File: src/rtl/core_pkg.sv
// core_pkg: shared pipeline-control types and forwarding select encodings
package core_pkg;
  typedef enum logic [1:0] {RUN, MEM_WAIT, REDIRECT} hz_state_t;
  localparam logic [1:0] FWD_RF  = 2'b00;
  localparam logic [1:0] FWD_WB  = 2'b01;
  localparam logic [1:0] FWD_MEM = 2'b10;
endpackage

File: src/rtl/forward_unit.sv
// forward_unit: selects the freshest producer of one EX source operand
module forward_unit
  import core_pkg::*;
(
  input  logic [4:0] rs,
  input  logic [4:0] mem_rd,
  input  logic       mem_reg_write,
  input  logic [4:0] wb_rd,
  input  logic       wb_reg_write,
  output logic [1:0] sel
);
  // MEM holds the younger result, so it wins over WB; x0 never forwards
  always_comb
    sel = (mem_reg_write && mem_rd != 5'd0 && mem_rd == rs) ? FWD_MEM :
          (wb_reg_write && wb_rd != 5'd0 && wb_rd == rs)     ? FWD_WB  : FWD_RF;
endmodule

File: src/rtl/hazard_ctrl.sv
// hazard_ctrl: pipeline stall/flush sequencer, operand forwarding and stall counter
module hazard_ctrl
  import core_pkg::*;
#(
  parameter int unsigned IMEM_LATENCY = 1,
  parameter int unsigned CNT_W        = 32
) (
  input  logic             clk,
  input  logic             rstn,
  input  logic [4:0]       id_rs1,
  input  logic [4:0]       id_rs2,
  input  logic [4:0]       ex_rs1,
  input  logic [4:0]       ex_rs2,
  input  logic [4:0]       ex_rd,
  input  logic             ex_mem_read,
  input  logic             ex_redirect,
  input  logic [4:0]       mem_rd,
  input  logic             mem_reg_write,
  input  logic             mem_req,
  input  logic             dmem_ready,
  input  logic [4:0]       wb_rd,
  input  logic             wb_reg_write,
  output logic             pc_en,
  output logic             ifid_en,
  output logic             ifid_flush,
  output logic             idex_en,
  output logic             idex_flush,
  output logic             exmem_en,
  output logic             memwb_bubble,
  output logic [1:0]       fwd_a,
  output logic [1:0]       fwd_b,
  output logic [CNT_W-1:0] perf_stall_cycles
);
  localparam logic [2:0] FL_INIT = 3'(IMEM_LATENCY);
  hz_state_t  state_q, state_d;
  logic [2:0] fl_q, fl_d;
  logic       frozen, load_use;
  logic [1:0] sel_a, sel_b;
  forward_unit u_fwd_a (.rs(ex_rs1), .mem_rd(mem_rd), .mem_reg_write(mem_reg_write),
                        .wb_rd(wb_rd), .wb_reg_write(wb_reg_write), .sel(sel_a));
  forward_unit u_fwd_b (.rs(ex_rs2), .mem_rd(mem_rd), .mem_reg_write(mem_reg_write),
                        .wb_rd(wb_rd), .wb_reg_write(wb_reg_write), .sel(sel_b));
  assign fwd_a = rstn ? sel_a : FWD_RF;
  assign fwd_b = rstn ? sel_b : FWD_RF;
  assign frozen   = mem_req && !dmem_ready;
  assign load_use = ex_mem_read && ex_rd != 5'd0 && (ex_rd == id_rs1 || ex_rd == id_rs2);
  // Next state and strobes, priority freeze > redirect > load-use; the dmem-ready cycle leaving MEM_WAIT is a plain advance
  always_comb begin
    pc_en        = 1'b1;
    ifid_en      = 1'b1;
    ifid_flush   = 1'b0;
    idex_en      = 1'b1;
    idex_flush   = 1'b0;
    exmem_en     = 1'b1;
    memwb_bubble = 1'b0;
    state_d      = state_q;
    fl_d         = fl_q;
    if (!rstn) begin
      state_d = RUN;
    end else if (frozen) begin
      pc_en        = 1'b0;
      ifid_en      = 1'b0;
      idex_en      = 1'b0;
      exmem_en     = 1'b0;
      memwb_bubble = 1'b1;
      state_d      = (state_q == RUN) ? MEM_WAIT : state_q;
    end else if (state_q == MEM_WAIT) begin
      state_d = RUN;
    end else if (ex_redirect) begin
      ifid_flush = 1'b1;
      idex_flush = 1'b1;
      fl_d       = FL_INIT;
      state_d    = (IMEM_LATENCY > 0) ? REDIRECT : RUN;
    end else begin
      if (state_q == REDIRECT) begin
        ifid_flush = 1'b1;
        fl_d       = (fl_q <= 3'd1) ? 3'd0 : fl_q - 3'd1;
        state_d    = (fl_q <= 3'd1) ? RUN : REDIRECT;
      end
      if (load_use) begin
        pc_en      = 1'b0;
        ifid_en    = 1'b0;
        idex_flush = 1'b1;
      end
    end
  end
  // State, flush countdown and wrapping stall-cycle counter
  always_ff @(posedge clk or negedge rstn) begin
    if (!rstn) begin
      state_q           <= RUN;
      fl_q              <= 3'd0;
      perf_stall_cycles <= '0;
    end else begin
      state_q <= state_d;
      fl_q    <= fl_d;
      if (!pc_en) perf_stall_cycles <= perf_stall_cycles + 1'b1;
    end
  end
endmodule

File: config.mk
export PLATFORM = sky130hd
export DESIGN_NAME = hazard_ctrl
export DESIGN_NICKNAME = d
export VERILOG_FILES = /design/src/rtl/core_pkg.sv /design/src/rtl/forward_unit.sv /design/src/rtl/hazard_ctrl.sv
export SDC_FILE = /design/constraint.sdc
export NUM_CORES = 1
export LEC_CHECK = 0
export CORE_MARGIN = 10
export CORE_UTILIZATION = 50
export CTS_BUF_LIST = sky130_fd_sc_hd__clkbuf_2 sky130_fd_sc_hd__clkbuf_4 sky130_fd_sc_hd__clkbuf_8
export DETAILED_ROUTE_END_ITERATION = 8
export PLACE_DENSITY_LB_ADDON = 0.3
export SLEW_MARGIN = 15
export SYNTH_ARGS = -nofsm -noshare
export SYNTH_HDL_FRONTEND = slang
export SYNTH_SLANG_ARGS = --single-unit
File: constraint.sdc
create_clock -name clk -period 6.2 [get_ports clk]
set_clock_uncertainty 0.05 [all_clocks]
set_input_delay 1.55 -clock clk [delete_from_list [all_inputs] [get_ports clk]]
set_output_delay 1.55 -clock clk [all_outputs]
set_load 0.1 [all_outputs]
==> metrics.txt, run 1 <==
outcome=completed; net count of the finished layout=364; library cell contributing the largest single delay on the critical path=or4_1; TritonCTS Sinks=37; number of instances resized during post-cts repair=0; GR Util All Layers=0.151; Synthesized Nets=277; cell type with the largest total area after synthesis=dfrtp_1; wirelength, routed=5980 um; slew margin rel.=0.333; Final Hold Viols=0; DR pass1 iterations=4; top achievable clock speed=0.197 GHz; vertical die dimension=89.8 um; grt ovf=0; worst r2r dst=perf_stall_cycles[18]; post-synthesis sequential area ratio=0.380; Peak supply drop=0.000508 V; number of cell rows=25; WP data required=between 4 and 5 ns; post-detailed-route via-to-cell ratio=5.17; share of cells above drive strength 1=0.132; minimum clock period=just over 5 ns; CP Data Arrival Time=3.47 ns; transition time at the pin with the least slew margin=0.997 ns; setup violators final=0; largest net degree at the start of global routing=44; Top Ports=86; slowest stage delay, CP=0.52 ns; number of flip-flops and latches in the synthesized netlist=37; H-tree levels=2; Max Fanout on Critical Path=3; number of I/O port buffers=85; post-CTS repair timing setup buffer count=0; clk root buf=clkbuf_8; instance count along the most critical hold path=1; initial core utilization=0.516; clock tree from TritonCTS=built; first-pass GRT wire length=10400 um; Final Cycle Share=0.818; post-synthesis cell area=2440 um2; origin of the critical flop-to-flop path=state_q[0]; number of diodes added for antenna fixing=0; clock-pin transition on the worst setup and hold timing paths=0.07 ns; Critical Path, Cell by Cell=clkdlybuf4s50_1, or4_1, o21ai_0, nor4_1, nor4_2, buf_4; total half-perimeter wirelength after legalization and detailed placement=4870 um; Die Span X=89.8 um; most numerous cell types in the synthesized netlist=xor2_1 (51), dfrtp_1 (37), nor2_1 (18); number of routed nets with antenna violations=0; DRC=0; minimum setup slack among reg-to-reg paths=3.99 ns; cell leakage power=1.61 nW; WL per Instance=15.5 um; worst hold start=perf_stall_cycles[31]; CTS max path bufs=2; number of buffers created by CTS=5; initial drt markers=78; worst hold slack after final layout=around 0.44 ns; via count of the first global-routing pass=2084; layout overhead on the synthesized area=40.6%; finished layout cell area=3430 um2; total power per unit cell area=245 nW/um2; Gate Count Post-Synth=231; library cell with the highest instance count after synthesis=xor2_1; leading register cell type out of synthesis=dfrtp_1; Post-DP Area=3330 um2; cell count after placement=between 300 and 400; Placer Congestion=0.846; number of cells traversed by the worst register-to-register path=7; area of the die=a little over 8000 um2; count of max-cap constraint violations=0; kind of critical path=primary input to output pin; distinct cell type count of the synthesized netlist=42; number of max-slew violations in the final report=0; Fin Setup TNS=0 ns; clock network latency to the later pin of the worst-skew pair=0.30 ns; classification of the worst-slack hold path=flip-flop to flip-flop; number of antenna violations at the first check in global routing=0; core area=4720 um2; proportion of register bits with asynchronous set or reset after synthesis=1.00; area share of the largest cell type after synthesis=0.380; endpoint of the worst hold path=perf_stall_cycles[31]; most area-consuming cells after synthesis=dfrtp_1 (38%), xor2_1 (18%), nor4_4 (7.0%), xnor2_1 (3.6%), nor4b_4 (2.9%); total vias in the final route=1996; type of destination of the critical path=output pin; number of synthesized flops with an enable pin=0; final core utilization=0.725; yosys warns=0; post-synthesis area per instance=10.5 um2; filler-free cell count of the finished design=386; total of hold buffers inserted after clock tree synthesis=0; RSZ-0062 raised after global routing=false; nature of the critical path startpoint=primary input
## power by group
| group | switching, mW | internal (mW) | total (mW) |
|---|---|---|---|
| registers | 0.0347 | 0.270 | 0.305 |
| logic | 0.251 | 0.104 | 0.355 |
| clock network | 0.0887 | 0.0901 | 0.179 |
## critical path, delay by kind of cell
kind / cells / cell delay (ns)
compound gates: 1 / 0.22
buf+inv: 2 / 0.79
simple gates: 3 / 0.91
## cell families after synthesis
group / synth area share
xor gates and xnor gates: 0.219
and+or+nand+nor: 0.304
adders and majority gates: 0.0195
muxes: 0.00462
DFF: 0.380
buffers and inverters: 0.0360
AOI/OAI and AO/OA: 0.0365
## per-stage QoR
step | setup WS, ns | total power, mW
4_1_cts | 1.11 | 0.849
6_report | 1.13 | 0.839
3_5_place_dp | 1.11 | 0.668
3_3_place_gp | 1.14 | 0.662
5_1_grt | 0.925 | 0.883
2_1_floorplan | 0.416 | 0.558
## how the worst max path moves through the flow
stage	from	to	slack, ns
5_1_grt	mem_rd[0]	fwd_a[0]	0.92
2_1_floorplan	ex_rd[3]	idex_flush	0.42
3_3_place_gp	mem_rd[0]	fwd_a[0]	1.14
4_1_cts	mem_rd[0]	fwd_a[0]	1.11
6_report	mem_rd[0]	fwd_a[0]	1.13
3_5_place_dp	mem_rd[0]	fwd_b[0]	1.11
## state kept, by name (all words and copies together), names as in the netlist
name	cells
state_q	2
perf_stall_cycles	32
fl_q	3
## layer usage
metal / vias up / track usage / share of wire
met3: 5 / 0.0499 / 0.061
met1: 950 / 0.171 / 0.41
met4: 0 / 0.0445 / 0.011
li1: 978 / - / -
met5: - / 0 / 0
met2: 63 / 0.263 / 0.52
## placed cells by master, fill, tap and decap left out, types with 2 or more instances in the layout
cell	count
a22oi_1	2
and3_1	3
nor2_1	18
ha_1	3
buf_4	11
inv_1	7
nor4_2	2
nor4_1	2
clkdlybuf4s50_1	73
nand4b_1	2
and2_1	2
xnor2_1	10
o21ai_0	3
dfrtp_1	37
nor3_1	12
nor4_4	8
nor4b_1	2
nand3_1	14
nand2b_1	3
nand4_1	2
clkbuf_8	6
nand2_1	12
a21oi_1	3
buf_12	2
or4_1	6
nor2b_1	2
xor2_1	51
nor4b_4	3
## cell type report
cell class | count | area, um2
clock buffers | 6 | 82.6
clock inverters | 2 | 13.8
fillers | 365 | 1300
inverters | 7 | 26.3
multi-input cells | 180 | 1440
flip-flops and latches | 37 | 926
well taps | 67 | 83.8
repair buffers | 87 | 858
Note: power is estimated with default switching activity, not from simulation.
==> run 2: changes to the inputs <==
--- a/config.mk
+++ b/config.mk
@@ -6,7 +6,7 @@
 export NUM_CORES = 1
 export LEC_CHECK = 0
 export CORE_MARGIN = 10
-export CORE_UTILIZATION = 50
+export CORE_UTILIZATION = 47
 export CTS_BUF_LIST = sky130_fd_sc_hd__clkbuf_2 sky130_fd_sc_hd__clkbuf_4 sky130_fd_sc_hd__clkbuf_8
 export DETAILED_ROUTE_END_ITERATION = 8
 export PLACE_DENSITY_LB_ADDON = 0.3
==> constraint.sdc (replaced) <==
create_clock -name clk -period 5.2 [get_ports clk]
set_clock_uncertainty 0.05 [all_clocks]
set_input_delay 1.3 -clock clk [delete_from_list [all_inputs] [get_ports clk]]
set_output_delay 1.3 -clock clk [all_outputs]
set_load 0.1 [all_outputs]
==> run 2 against run 1 <==
- power increased by 26%
- first-iteration DRC count increased by 53%
- sequential share of layout area decreased by 0.61 points
- global-route usage increased by 0.80 points
- non-clock buffer count unchanged
- clock-buffer cell count unchanged
- worst hold slack got worse by 0.0040 ns
- clock power increased by 49%
- final area increased by 2.3%
- die area increased by 4.9%
- critical path type unchanged
==> metrics.txt, run 2 (same netlist as run 1, synthesis figures left out) <==
outcome=completed; via count of the first global-routing pass=2099 (+0.72%); initial core utilization=0.480 (-0.0357); minimum clock period=4.69 ns; DR pass1 iterations=4 (unchanged); clk root buf=clkbuf_8; fill cell total of the finished layout=394 (+7.9%); classification of the worst-slack hold path=flip-flop to flip-flop; number of routed nets with antenna violations=0 (unchanged); area of the die=8460 um2 (+4.9%); post-detailed-route via-to-cell ratio=5.21 (+0.82%); switching part of the total power=0.428 (-0.0182); Power Internal=0.603 mW (+30%); gate family responsible for the most delay along the worst path=simple AND/OR/NAND/NOR gates; number of instances resized during post-cts repair=0 (unchanged); Critical Path, Cell by Cell=clkdlybuf4s50_1, or4_1, o21ai_0, nor4_1, nor4_2, buf_12; wirelength, routed=6630 um (+11%); number of diodes added for antenna fixing=0 (unchanged); WL per Instance=17.0 um (+10%); share of cells above drive strength 1=0.135 (+0.00313); WP data required=3.85 ns (-0.75 ns); total half-perimeter wirelength after legalization and detailed placement=5150 um (+5.6%); multi-input gate area in the final layout=1450 um2 (+0.96%); vertical die dimension=92.0 um (+2.4%); total power per unit cell area=301 nW/um2 (+23%); number of cell rows=26 (+4.0%); clock-pin transition on the worst setup and hold timing paths=0.08 ns (about the same); Final Hold Viols=0 (unchanged); layout overhead on the synthesized area=43.9%; cell leakage power=1.62 nW (+1.0%); Setup WS pre-CTS=0.505 ns (-0.610 ns); Top Registers=perf_stall_cycles (32), fl_q (3), state_q (2); Top Ports=86 (unchanged); number of buffers created by CTS=5 (unchanged); slowest stage delay, CP=0.54 ns (+0.02 ns); largest net degree at the start of global routing=33 (-25%); total of hold buffers inserted after clock tree synthesis=0 (unchanged); slew margin rel.=0.317 (-0.0165); Final Cycle Share=0.903; grt ovf=0 (unchanged); net count of the finished layout=364 (unchanged); most used cells in the layout excluding fill and tap cells=clkdlybuf4s50_1 (73), xor2_1 (51), dfrtp_1 (37); instance count along the most critical hold path=1 (unchanged); Psw=0.452 mW (+21%); type of destination of the critical path=output pin; proportion of power drawn by combinational gates=0.405 (-0.018); GR Util All Layers=0.159 (+0.00798); count of max-cap constraint violations=0 (unchanged); number of I/O port buffers=85 (unchanged); initial drt markers=119 (+53%); clock tree from TritonCTS=built; Die Span X=92.0 um (+2.4%); CTS max path bufs=2 (unchanged); Peak supply drop=0.000389 V (-23%); leading cell type in the layout, fill and taps excluded=clkdlybuf4s50_1; first-pass GRT wire length=11000 um (+5.7%); Fin Setup TNS=0 ns (unchanged); total vias in the final route=2028 (+1.6%); Crit. path cell count=6 (unchanged); post-layout worst setup margin=0.505 ns (-0.620 ns); register with the highest flop count=perf_stall_cycles; number of cells traversed by the worst register-to-register path=7 (unchanged); library cell contributing the largest single delay on the critical path=or4_1; Critical path buffers and inverters=2 (unchanged); core area=5070 um2 (+7.4%); H-tree levels=2 (unchanged); DRC=0 (unchanged); RSZ-0062 raised after global routing=false; top achievable clock speed=0.213 GHz; clock network fraction of design power=0.252 (+0.039); FF/Latch Area=926 um2 (unchanged); kind of critical path=primary input to output pin; final core utilization=0.691 (-0.0347); minimum setup slack among reg-to-reg paths=2.95 ns (-1.04 ns); number of antenna violations at the first check in global routing=0 (unchanged); Max Fanout on Critical Path=3 (unchanged); TritonCTS Sinks=37 (unchanged); Placer Congestion=0.818 (-3.3%); transition time at the pin with the least slew margin=1.02 ns (+0.0247 ns); setup violators final=0 (unchanged); clock network latency to the later pin of the worst-skew pair=0.29 ns (about the same); number of max-slew violations in the final report=0 (unchanged); nature of the critical path startpoint=primary input; proportion of power drawn by flip-flops and latches=0.343 (-0.020); max FFs per register=32 (unchanged); post-CTS repair timing setup buffer count=0 (unchanged); CP Data Arrival Time=3.34 ns (-0.13 ns)
## run 2: worst reg2reg max path: cells and delay by family, from the launching register on
kind	cells	cell delay (ns)
flip-flops	1	0.39
XOR/XNOR	1	0.17
AND/OR/NAND/NOR	2	0.80
buffers and inverters	2	0.39
AO/OA/AOI/OAI	2	0.36
## run 2: power groups by stage
stage	Combinational, mW	Clock (mW)	Sequential, mW
finish	0.427	0.266	0.362
CTS	0.431	0.270	0.363
global placement	0.425	0	0.367
floorplan	0.120	0	0.546
detailed placement	0.429	0	0.368
global route	0.451	0.283	0.369
## run 2: path summary, 6_finish.rpt
check                                       from                    end
min in group asynchronous                   rstn                fl_q[1]
max reg2reg                           state_q[0]  perf_stall_cycles[18]
max                                    mem_rd[0]               fwd_a[0]
min                        perf_stall_cycles[26]  perf_stall_cycles[26]
min reg2reg                perf_stall_cycles[26]  perf_stall_cycles[26]
max in group asynchronous                   rstn  perf_stall_cycles[10]
## run 2: layout make-up
type                       instances  area share
multi-input combinational        180       0.413
sequential                        37       0.264
timing repair buffer              87       0.256
tap                               70      0.0250
clock buffer                       6      0.0236
clock inverter                     2      0.0107
inverter                           7     0.00750
## run 2: per-stage QoR
stage / total power, mW / hold slack (ns) / std cells / instance area, um2
floorplan: 0.666 / 0.445 / 231 / 2460
global placement: 0.792 / 0.407 / 381 / 3380
detailed placement: 0.797 / 0.423 / 381 / 3380
CTS: 1.06 / 0.438 / 389 / 3500
global route: 1.10 / 0.466 / 389 / 3500
finish: 1.05 / 0.436 / 389 / 3500
## run 2: layer usage
| metal | track usage | vias up | part of all wire |
|---|---|---|---|
| met1 | 0.189 | 978 | 0.41 |
| li1 | - | 972 | - |
| met5 | 0 | - | 0 |
| met2 | 0.259 | 70 | 0.50 |
| met4 | 0.0540 | 0 | 0.017 |
| met3 | 0.0579 | 8 | 0.073 |
==> run 3: changes to the inputs <==
--- a/config.mk
+++ b/config.mk
@@ -10,6 +10,7 @@
 export CTS_BUF_LIST = sky130_fd_sc_hd__clkbuf_2 sky130_fd_sc_hd__clkbuf_4 sky130_fd_sc_hd__clkbuf_8
 export DETAILED_ROUTE_END_ITERATION = 8
 export PLACE_DENSITY_LB_ADDON = 0.3
+export REMOVE_ABC_BUFFERS = 1
 export SLEW_MARGIN = 15
 export SYNTH_ARGS = -nofsm -noshare
 export SYNTH_HDL_FRONTEND = slang
==> run 3 against run 2 <==
- sequential cell count unchanged
- utilization decreased by 1.1 points
- sequential power about the same
- clock-buffer cell count decreased by 1
- sequential share of layout area increased by 0.42 points
- power decreased by 3.1%
- worst hold slack got worse by 0.018 ns
- highest routed layer unchanged
==> metrics.txt, run 3 (same netlist as run 1, synthesis figures left out) <==
Max Fanout on Critical Path=3 (unchanged); number of cells traversed by the worst register-to-register path=7 (unchanged); vertical die dimension=92.0 um (unchanged); setup violators final=0 (unchanged); wirelength, routed=6150 um (-7.2%); launch point of the worst path=mem_rd[0]; nature of the critical path startpoint=primary input; clock tree from TritonCTS=built; clock network latency to the later pin of the worst-skew pair=0.28 ns (about the same); total vias in the final route=1994 (-1.7%); via count of the first global-routing pass=2086 (-0.62%); minimum setup slack among reg-to-reg paths=3.01 ns (+0.06 ns); initial drt markers=95 (-20%); area of the die=8460 um2 (unchanged); share of cells above drive strength 1=0.123 (-0.0122); clock-pin transition on the worst setup and hold timing paths=0.07 ns (about the same); CP Data Arrival Time=3.43 ns (+0.09 ns); Peak supply drop=0.000419 V (+7.7%); origin of the critical flop-to-flop path=state_q[0]; GR Util All Layers=0.149 (-0.0102); post-CTS repair timing setup buffer count=0 (unchanged); Placer Congestion=0.771 (-5.7%); DR pass1 iterations=4 (unchanged); Top Registers=perf_stall_cycles (32), fl_q (3), state_q (2); classification of the worst-slack hold path=flip-flop to flip-flop; post-detailed-route via-to-cell ratio=5.14 (-1.4%); CTS max path bufs=2 (unchanged); number of routed nets with antenna violations=0 (unchanged); DRC=0 (unchanged); layout overhead on the synthesized area=41.6%; minimum clock period=4.78 ns (+0.0868 ns); final core utilization=0.680 (-0.0108); worst hold slack after final layout=0.418 ns (-0.0179 ns); H-tree levels=2 (unchanged); total half-perimeter wirelength after legalization and detailed placement=4960 um (-3.6%); multi-input gate area in the final layout=1420 um2 (-1.8%); FF/Latch Area=926 um2 (unchanged); type of destination of the critical path=output pin; WL per Instance=15.9 um (-7.0%); number of antenna violations at the first check in global routing=0 (unchanged); outcome=completed; cell count after placement=381 (unchanged); kind of critical path=primary input to output pin; core area=5070 um2 (unchanged); number of cell rows=26 (unchanged); number of max-slew violations in the final report=0 (unchanged); clk root buf=clkbuf_8; cell leakage power=1.61 nW (-0.54%); worst r2r dst=perf_stall_cycles[18]; number of diodes added for antenna fixing=0 (unchanged); Critical path destination=fwd_a[0]; net count of the finished layout=364 (unchanged); RSZ-0062 raised after global routing=false; first-pass GRT wire length=10400 um (-5.3%); max FFs per register=32 (unchanged); Top Ports=86 (unchanged); TritonCTS Sinks=37 (unchanged); register with the highest flop count=perf_stall_cycles; most used cells in the layout excluding fill and tap cells=clkdlybuf4s50_1 (73), xor2_1 (51), dfrtp_1 (37); WP data required=3.85 ns (about the same); largest net degree at the start of global routing=42 (+27%); initial core utilization=0.480 (unchanged); slew margin rel.=0.331 (+0.0147); number of I/O port buffers=85 (unchanged); grt ovf=0 (unchanged); total of hold buffers inserted after clock tree synthesis=0 (unchanged); top achievable clock speed=0.209 GHz (-1.8%); count of max-cap constraint violations=0 (unchanged); overall power=1.02 mW (-3.1%); leading cell type in the layout, fill and taps excluded=clkdlybuf4s50_1; Final Hold Viols=0 (unchanged); transition time at the pin with the least slew margin=1.00 ns (-0.0220 ns); filler-free cell count of the finished design=388 (-0.26%); Final Cycle Share=0.919 (+0.0167); number of buffers created by CTS=5 (unchanged); total power per unit cell area=296 nW/um2 (-1.6%); Die Span X=92.0 um (unchanged); Fin Setup TNS=0 ns (unchanged); fill cell total of the finished layout=426 (+8.1%); number of instances resized during post-cts repair=0 (unchanged)
==> run 3: layer usage <==
layer | vias up | share of wire | GRT usage
met5 | - | 0 | 0
met4 | 0 | 0.016 | 0.0578
met3 | 7 | 0.060 | 0.0465
met2 | 53 | 0.49 | 0.239
met1 | 960 | 0.43 | 0.182
li1 | 974 | - | -
==> run 3: per-stage QoR <==
step                      setup slack, ns  instance area, um2
final                               0.419                3450
after global routing                0.294                3450
after CTS                           0.406                3450
after detailed placement            0.405                3350
after global placement              0.506                3350
after floorplan                     -1.19                2370
==> run 3: worst min-delay path by stage <==
stage	from	to	slack (ns)	cells after the start
final	perf_stall_cycles[31]	perf_stall_cycles[31]	0.42	1
after global routing	perf_stall_cycles[26]	perf_stall_cycles[26]	0.46	1
after CTS	perf_stall_cycles[31]	perf_stall_cycles[31]	0.42	1
after detailed placement	perf_stall_cycles[31]	perf_stall_cycles[31]	0.41	1
after global placement	perf_stall_cycles[31]	perf_stall_cycles[31]	0.41	1
after floorplan	fl_q[2]	fl_q[2]	0.44	2
==> run 3: final cells by class <==
cell class	count	share of cell area
inverters	7	0.00762
well taps	70	0.0254
flip-flops and latches	37	0.268
clock inverters	2	0.0102
repair buffers	87	0.256
multi-input cells	180	0.412
clock buffers	5	0.0199
==> run 3: critical path: stages <==
cell	delay, ns
clkdlybuf4s50_1	0.47
or4_1	0.55
o21ai_0	0.24
nor4_1	0.11
nor4_1	0.51
buf_12	0.24
==> run 3: where the power goes <==
part / switching (mW) / total (mW) / internal (mW)
sequential: 0.0403 / 0.362 / 0.322
clock: 0.0974 / 0.237 / 0.139
combinational: 0.298 / 0.423 / 0.124
total: 0.436 / 1.02 / 0.586
